--- src/rtl/fifo_rd_mac_if.sv ---
// Handshake bundle between fifo_rd_mac, the FIFO read port and the downstream result consumer.
interface fifo_rd_mac_if #(
    parameter int unsigned ACC_W = 40
);
    logic             n_empty;
    logic [63:0]      fifo_dout;
    logic             RE;
    logic [ACC_W-1:0] acc_out;
    logic             acc_valid;
    logic             acc_ready;

    modport master (
        input  n_empty, fifo_dout, acc_ready,
        output RE, acc_out, acc_valid
    );

    modport slave (
        output n_empty, fifo_dout, acc_ready,
        input  RE, acc_out, acc_valid
    );
endinterface

--- src/rtl/fifo_rd_mac.sv ---
// FIFO read-side frame dot-product accumulator with valid/ready result output.
// Define MAC_SAT_EN to saturate the accumulator and raise a sticky ovf flag instead of wrapping.
module fifo_rd_mac #(
    parameter int unsigned FRAME_LEN = 4,
    parameter int unsigned ACC_W     = 40
) (
    input  logic          clk_out,
    input  logic          rst,
    input  logic          en,
    fifo_rd_mac_if.master bus,
    output logic          busy,
    output logic          ovf
);
    typedef enum logic [1:0] {
        IDLE  = 2'd0,
        ACCUM = 2'd1,
        OUT   = 2'd2
    } state_t;

    localparam logic [7:0] FL = 8'(FRAME_LEN);

    state_t           state;
    logic [7:0]       issue_cnt;
    logic [7:0]       recv_cnt;
    logic             rd_pend;
    logic [ACC_W-1:0] acc;
    logic             acc_valid;
    logic             re;
    logic [31:0]      prod_lo;
    logic [31:0]      prod_hi;
    logic [32:0]      lane_sum;

    assign prod_lo  = {16'd0, bus.fifo_dout[15:0]}  * {16'd0, bus.fifo_dout[31:16]};
    assign prod_hi  = {16'd0, bus.fifo_dout[47:32]} * {16'd0, bus.fifo_dout[63:48]};
    assign lane_sum = {1'b0, prod_lo} + {1'b0, prod_hi};

    // Pop only while the frame still has words left to request; read data lags RE by one cycle.
    assign re = (state == ACCUM) && bus.n_empty && (issue_cnt < FL);

    assign bus.RE        = re;
    assign bus.acc_out   = acc;
    assign bus.acc_valid = acc_valid;
    assign busy          = (state != IDLE);

`ifdef MAC_SAT_EN
    logic             ovf_q;
    logic [ACC_W:0]   acc_sum;

    assign acc_sum = {1'b0, acc} + (ACC_W + 1)'(lane_sum);
    assign ovf     = ovf_q;
`else
    assign ovf = 1'b0;
`endif

    always_ff @(posedge clk_out or posedge rst) begin
        if (rst) begin
            state     <= IDLE;
            issue_cnt <= '0;
            recv_cnt  <= '0;
            rd_pend   <= 1'b0;
            acc       <= '0;
            acc_valid <= 1'b0;
`ifdef MAC_SAT_EN
            ovf_q     <= 1'b0;
`endif
        end else begin
            case (state)
                IDLE: begin
                    if (en) state <= ACCUM;
                end
                ACCUM: begin
                    if (re) issue_cnt <= issue_cnt + 8'd1;
                    rd_pend <= re;
                    if (rd_pend) begin
`ifdef MAC_SAT_EN
                        if (ovf_q || acc_sum[ACC_W]) begin
                            acc   <= '1;
                            ovf_q <= 1'b1;
                        end else begin
                            acc <= acc_sum[ACC_W-1:0];
                        end
`else
                        acc <= acc + ACC_W'(lane_sum);
`endif
                        recv_cnt <= recv_cnt + 8'd1;
                        if (recv_cnt + 8'd1 == FL) begin
                            state     <= OUT;
                            acc_valid <= 1'b1;
                        end
                    end
                end
                OUT: begin
                    if (bus.acc_ready) begin
                        acc_valid <= 1'b0;
                        acc       <= '0;
                        issue_cnt <= '0;
                        recv_cnt  <= '0;
`ifdef MAC_SAT_EN
                        ovf_q     <= 1'b0;
`endif
                        state     <= en ? ACCUM : IDLE;
                    end
                end
                default: state <= IDLE;
            endcase
        end
    end
endmodule

--- src/flat_wrapper.sv ---
// flat-port wrapper written by rule: the top's interface ports become plain ports
module fifo_rd_mac_flat 
#(
    parameter int unsigned FRAME_LEN = 4,
    parameter int unsigned ACC_W     = 40
)
  (clk_out, rst, en, busy, ovf, bus_n_empty, bus_fifo_dout, bus_acc_ready, bus_RE, bus_acc_out, bus_acc_valid);
  fifo_rd_mac_if #(.ACC_W(ACC_W)) bus_i ();
  input  logic clk_out;
  input  logic rst;
  input  logic en;
  output logic busy;
  output logic ovf;
  input wire logic [$bits(bus_i.n_empty)-1:0] bus_n_empty;
  input wire logic [$bits(bus_i.fifo_dout)-1:0] bus_fifo_dout;
  input wire logic [$bits(bus_i.acc_ready)-1:0] bus_acc_ready;
  output wire logic [$bits(bus_i.RE)-1:0] bus_RE;
  output wire logic [$bits(bus_i.acc_out)-1:0] bus_acc_out;
  output wire logic [$bits(bus_i.acc_valid)-1:0] bus_acc_valid;
  assign bus_i.n_empty = bus_n_empty;
  assign bus_i.fifo_dout = bus_fifo_dout;
  assign bus_i.acc_ready = bus_acc_ready;
  assign bus_RE = bus_i.RE;
  assign bus_acc_out = bus_i.acc_out;
  assign bus_acc_valid = bus_i.acc_valid;
  fifo_rd_mac #(.FRAME_LEN(FRAME_LEN), .ACC_W(ACC_W)) u_core (.clk_out(clk_out), .rst(rst), .en(en), .bus(bus_i), .busy(busy), .ovf(ovf));
endmodule
--- config.mk ---
export PLATFORM = sky130hd
export DESIGN_NAME = fifo_rd_mac_flat
export DESIGN_NICKNAME = d
export VERILOG_FILES = /design/src/rtl/fifo_rd_mac_if.sv /design/src/rtl/fifo_rd_mac.sv /design/src/flat_wrapper.sv
export SDC_FILE = /design/constraint.sdc
export NUM_CORES = 1
export LEC_CHECK = 0
export BUFFER_PORTS_ARGS = -buffer_cell sky130_fd_sc_hd__buf_2
export CORE_MARGIN = 8
export CORE_UTILIZATION = 25
export CTS_BUF_LIST = sky130_fd_sc_hd__clkbuf_8
export CTS_CLUSTER_SIZE = 14
export DETAILED_ROUTE_END_ITERATION = 10
export GPL_TIMING_DRIVEN = 0
export PLACE_DENSITY = 0.37
export SLEW_MARGIN = 20
export SYNTH_ARGS = -nofsm -noshare
export SYNTH_HDL_FRONTEND = slang
export SYNTH_SLANG_ARGS = --single-unit
--- constraint.sdc ---
create_clock -name clk_out -period 7.39 [get_ports clk_out]
set_input_delay 1.478 -clock clk_out [delete_from_list [all_inputs] [get_ports clk_out]]
set_output_delay 1.478 -clock clk_out [all_outputs]
set_load 0.05 [all_outputs]
==> metrics.yaml, run 1 <==
met3_usage_pct: 1.80
cts_tree: "done"
clockBufferDepth: 2
required_ns: 7.65
clkTransAtPathRegs_ns: 0.08
detail-route-antenna-nets: 0
gr-total-overflow: 0
path_max_fanout: 6
cap_violations: 0
grt_use_total_pct: 15.2
ys_seq_area_share_pct: 7.19
ys_types: 59
met2_usage_pct: 25.9
start_util_pct: 25.1
synthFlopType: "dfrtp_1"
ioPinCount: 113
final_common_cell: "inv_1"
synth_area_mm2: 0.0209
grt_pass1_vias: 17400
placementRows: 106
drive_above_1_share_pct: 18.0
start_kind: "primary input"
grtUsageMet1_pct: 20.4
setup_ws_ns: -0.496
hp-class: "reg2reg"
cp-end-kind: "flip-flop"
violations: "negative setup slack"
slew_headroom_pct: 42.2
synth-seq-cells: 60
drv_slew: 0
synthesis.nets: 3022
final_nets: 3236
timing.setup.tns_ns: -6.66
antenna_found_initial: 7
die_h_um: 305
setup_violations: 23
via_count: 15200
critPathKind: "in2reg"
drc: 0
period_share_pct: 107
vias_per_cell: 4.25
clk_latency_ns: 0.38
crit_slowest_cell: "fa_2"
arrival_ns: 8.15
cpPeakStageDelay_ns: 0.61
period_needed_ns: 7.89
numPortBuffers: 111
outcome: "finished with violations"
dpl.hpwl_um: 61500
avgSynthCellArea_um2: 9.21
synth_edf_count: 0
grt_most_used_layer: "met2"
cpMostUsedCell: "fa_1"
dp.cells: 3460
syn_inst: 2268
yosys_warnings: 0
cp.buffers_inverters: 7
clock-sinks: 60
avgRoutedWirePerCell_um: 19.4
first_pass_iters: 5
fmax_mhz: 127
fp.coreArea_mm2: 0.0832
area_growth_pct: 23.9
layout_common_cells: "548 x inv_1, 455 x fa_1, 309 x nand2_1"
htree_levels: 3
grt_pass1_wl_um: 109000
finalHoldViolations: 0
die-area_mm2: 0.0930
cts_buffers: 9
drt-initial-drc-count: 482
path_delay_family: "adder cells"
whs_ns: 0.476
nFillCells: 8626
die_x_um: 305
ctsHoldBuffers: 0
grt_start_max_net_pins: 51
rsz0062_at_grt: "yes"
worst_clock_skew_ns: 0.0146
final_cells: 3572
routed_wl_um: 69400
ys_async_sr_fraction_pct: 100
gp_congestion: 0.836
cts_root_buffer: "clkbuf_8"
tightest_slew_ns: 0.867
## logic make-up after synthesis
logic type | synth area share [%]
mux | 0.288
fa+ha+maj | 58.4
simple gates | 15.5
compound gates | 5.64
buf+inv | 11.9
flops | 7.19
xor+xnor | 1.05
other cells | 0.0180
## cell type report
type / count / area, µm² / share of cell area [%]
multi-input combinational: 1546 / 17600 / 67.8
inverter: 576 / 2170 / 8.39
timing repair buffer: 207 / 1740 / 6.71
sequential: 60 / 1500 / 5.80
tap: 1080 / 1350 / 5.22
buffer: 82 / 1350 / 5.21
clock buffer: 9 / 124 / 0.479
clock inverter: 7 / 76.3 / 0.295
antenna: 5 / 12.5 / 0.0484
## synth_stat cells (11+ instances only)
cell type / number / share of area, %
a21o_1: 20 / 0.72
a21oi_1: 34 / 0.82
a31oi_1: 12 / 0.36
and2_1: 269 / 8.1
and3_1: 11 / 0.33
clkbuf_1: 80 / 1.4
dfrtp_1: 60 / 7.2
fa_1: 482 / 46
ha_1: 203 / 12
inv_1: 575 / 10
nand2_1: 312 / 5.6
nand3_1: 17 / 0.41
nor2_1: 19 / 0.34
o21ai_0: 60 / 1.4
xnor2_1: 17 / 0.71
## sequential cells by signal, indices dropped and copies added (netlist names)
name and count:
u_core.bus.acc_out 40, u_core.issue_cnt 8, u_core.recv_cnt 8, u_core.state 2, u_core.bus.acc_valid 1, u_core.rd_pend 1
## metal layers
| layer | up-vias | share of wire [%] |
|---|---|---|
| met5 | - | 0.035 |
| met2 | 229 | 48 |
| met1 | 7763 | 46 |
| met3 | 83 | 3.2 |
| li1 | 7092 | - |
| met4 | 4 | 3.0 |
## worst reg2reg max path: stages, from the launching register on
cell       delay [ns]
dfrtp_1          0.41
inv_1            0.10
fa_1             0.51
fa_1             0.57
fa_2             0.48
fa_1             0.55
inv_1            0.05
fa_1             0.48
fa_1             0.54
inv_1            0.05
fa_1             0.46
fa_1             0.55
inv_1            0.07
ha_4             0.24
a21oi_2          0.16
o21ai_2          0.11
a221oi_2         0.22
buf_4            0.16
o2111ai_4        0.17
nand2_4          0.20
o21ai_4          0.09
o211a_1          0.24
a211o_1          0.26
## metrics by stage
stage / util [%] / cell area, µm² / setup WS (ns)
2_1_floorplan: - / 21200 / -0.118
3_3_place_gp: 27.7 / 23100 / -1.55
3_5_place_dp: 27.8 / 23100 / -1.48
4_1_cts: 30.2 / 25100 / -0.471
5_1_grt: 31.1 / 25900 / -0.634
6_report: 31.1 / 25900 / -0.496
## final timing paths
kind / slack, ns / depth (start not counted) / from / end
setup / recovery: -0.50 / 25 / bus_fifo_dout[3] / u_core.bus.acc_out[33]$_DFFE_PP0P_
hold / removal: 0.48 / 1 / u_core.bus.acc_out[39]$_DFFE_PP0P_ / u_core.bus.acc_out[39]$_DFFE_PP0P_
setup reg to reg: 0.62 / 22 / u_core.bus.acc_out[9]$_DFFE_PP0P_ / u_core.bus.acc_out[33]$_DFFE_PP0P_
hold reg to reg: 0.48 / 1 / u_core.bus.acc_out[39]$_DFFE_PP0P_ / u_core.bus.acc_out[39]$_DFFE_PP0P_
max in group asynchronous: 5.84 / 3 / rst / u_core.bus.acc_out[24]$_DFFE_PP0P_
min in group asynchronous: 1.01 / 2 / rst / u_core.bus.acc_out[4]$_DFFE_PP0P_
## what timing repair did
action / 4_1_cts / 5_1_grt
pin swaps: 67 / 65
setup buffers: 48 / 44
setup endpoints to repair: 28 / 28
resized for setup: 325 / 127
gates cloned: 0 / 4
Power of run 1 is not shown: default switching activity piles up to over one toggle a cycle in this logic, so the estimate is an artifact.
==> inputs of run 2 (changes only) <==
BUFFER_PORTS_ARGS = unset   (was -buffer_cell sky130_fd_sc_hd__buf_2)
DONT_BUFFER_PORTS = 1   (was unset)
PLACE_DENSITY = 0.36   (was 0.37)
==> run 2 against run 1 <==
Against the previous run: register-to-register slack got worse by 0.44 ns; largest cell class unchanged; the run still ends with negative setup slack left; critical path type unchanged; flip-flop and latch count unchanged; core utilization decreased by 2.1 points; maximum frequency increased by 1.8%; non-clock buffer count decreased by 169; design area decreased by 6.9%; clock skew increased by 0.010 ns; critical path depth decreased by 2; final cell count decreased by 4.8%; hold slack improved by 0.022 ns; setup slack improved by 0.14 ns.
==> metrics.yaml, run 2 (synthesis results as in run 1) <==
hp-start: "u_core.issue_cnt[7]$_DFFE_PP0P_"
drc: 0  # unchanged
routed_wl_um: 68800  # -0.88%
htree_levels: 3  # unchanged
hp-class: "reg2reg"
timing.setup.tns_ns: -3.86  # +2.79 ns
rsz0062_at_grt: "yes"
die-area_mm2: 0.0930  # unchanged
die_h_um: 305  # unchanged
drt-initial-drc-count: 463  # -3.9%
path_max_fanout: 8  # +2
utilization_pct: 29.0  # -2.1 points
clock-sinks: 60  # unchanged
cts_tree: "done"
grt_pass1_wl_um: 107000  # -1.8%
final_common_cell: "inv_1"
gp_congestion: 0.823  # -1.4%
critPathKind: "in2reg"
cap_violations: 0  # unchanged
outcome: "finished with violations"
start_util_pct: 25.1  # unchanged
setup_ws_ns: -0.355  # +0.141 ns
dpl.hpwl_um: 61900  # +0.57%
cts_root_buffer: "clkbuf_8"
fmax_mhz: 129  # +1.8%
cp-end-kind: "flip-flop"
avgRoutedWirePerCell_um: 20.2  # +4.1%
detail-route-antenna-nets: 0  # unchanged
die_x_um: 305  # unchanged
slew_headroom_pct: 42.5  # +0.30 points
ioPinCount: 113  # unchanged
placementRows: 106  # unchanged
grt_use_total_pct: 15.2  # -0.055 points
reg2regPathDepth: 21  # -4.5%
grt_pass1_vias: 16400  # -5.5%
drv_slew: 0  # unchanged
start_kind: "primary input"
setup_violations: 19  # -17%
clk_latency_ns: 0.38  # about the same
finalHoldViolations: 0  # unchanged
area_growth_pct: 15.4
cts_buffers: 9  # unchanged
tightest_slew_ns: 0.862  # -0.00456 ns
numPortBuffers: 0  # -100%
gr-total-overflow: 0  # unchanged
r2r-start: "u_core.bus.acc_out[13]$_DFFE_PP0P_"
worst_clock_skew_ns: 0.0249  # +0.0102 ns
regToRegSetupSlack_ns: 0.18  # -0.44 ns
timing.rr.end: "u_core.bus.acc_out[39]$_DFFE_PP0P_"
grt_start_max_net_pins: 50  # -2.0%
period_needed_ns: 7.75  # -0.141 ns
hold_depth: 1  # unchanged
drive_above_1_share_pct: 11.9  # -6.1 points
via_count: 14400  # -5.0%
antenna_found_initial: 4  # -3
largest_register_ffs: 40  # unchanged
vias_per_cell: 4.24  # -0.23%
required_ns: 7.62  # -0.03 ns
final_nets: 3067  # -5.2%
period_share_pct: 105  # -1.9 points
critPathLaunch: "bus_fifo_dout[52]"
clkTransAtPathRegs_ns: 0.08  # about the same
layout_common_cells: "553 x inv_1, 449 x fa_1, 305 x nand2_1"
first_pass_iters: 4  # -1
worstHoldEndpoint: "u_core.issue_cnt[7]$_DFFE_PP0P_"
violations: "negative setup slack"
clockBufferDepth: 2  # unchanged
arrival_ns: 7.98  # -0.17 ns
fp.coreArea_mm2: 0.0832  # unchanged
[run 2: cell types whose count changed in the layout (fill, tap and decap cells not counted), moves of 6 or more]
cell / previous run / this run
clkbuf_16: 35 / 15
fa_2: 27 / 33
clkbuf_4: 3 / 16
buf_2: 54 / 3
buf_8: 17 / 4
buf_12: 12 / 5
buf_4: 108 / 35
fa_1: 455 / 449
buf_6: 32 / 5
[run 2: how the worst max path moves through the flow]
| stage | slack, ns | end |
|---|---|---|
| 2_1_floorplan | -0.12 | u_core.bus.acc_out[39]$_DFFE_PP0P_ |
| 3_3_place_gp | -1.33 | u_core.bus.acc_out[38]$_DFFE_PP0P_ |
| 3_5_place_dp | -1.23 | u_core.bus.acc_out[38]$_DFFE_PP0P_ |
| 4_1_cts | -0.31 | u_core.bus.acc_out[32]$_DFFE_PP0P_ |
| 5_1_grt | -0.49 | u_core.bus.acc_out[39]$_DFFE_PP0P_ |
| 6_report | -0.36 | u_core.bus.acc_out[39]$_DFFE_PP0P_ |
[run 2: area by class of cell]
class	count	area, µm²
sequential	60	1500
clock inverter	7	92.6
fill	8724	59100
antenna	4	10.0
tap	1080	1350
clock buffer	9	124
inverter	576	2170
buffer	84	1000
multi-input combinational	1546	17500
timing repair buffer	36	324
[run 2: repair_timing]
item | in CTS | in global routing
gates resized for setup | 207 | 77
setup endpoints to repair | 26 | 26
pin swaps | 69 | 43
endpoints found under the hold margin | 0 | 0
hold buffers | 0 | 0
buffers inserted | 25 | 10
cloned | 1 | 0
[run 2: stage by stage]
stage	worst slack [ns]	std cells	hold slack [ns]	cell area (µm²)
floorplan	-0.118	2268	0.454	21200
global placement	-1.33	3348	0.471	22500
detailed placement	-1.23	3349	0.472	22500
CTS	-0.310	3390	0.496	23800
global route	-0.491	3399	0.510	24100
finish	-0.355	3402	0.498	24100
[run 2: layer usage]
| metal | GRT usage, % | vias to the layer above | share of wire (%) |
|---|---|---|---|
| met3 | 2.75 | 59 | 5.0 |
| met2 | 26.0 | 196 | 49 |
| met4 | 3.60 | 2 | 2.2 |
| met1 | 19.8 | 7396 | 44 |
| met5 | 0 | - | 0.019 |
| li1 | - | 6763 | - |
[run 2: worst max-delay path, cell delays in order]
cell	delay, ns
clkbuf_16	0.14
and2_4	0.15
fa_1	0.52
inv_1	0.05
fa_1	0.48
inv_1	0.05
fa_1	0.54
fa_1	0.49
fa_1	0.62
fa_1	0.45
fa_1	0.57
inv_1	0.07
fa_1	0.51
inv_2	0.05
ha_4	0.30
inv_6	0.05
nor3_4	0.22
nand3_2	0.15
o2111ai_4	0.30
nand2_4	0.14
a211oi_4	0.32
o2111ai_2	0.14
mux2i_1	0.15
Power of run 2 is left out for the same reason.
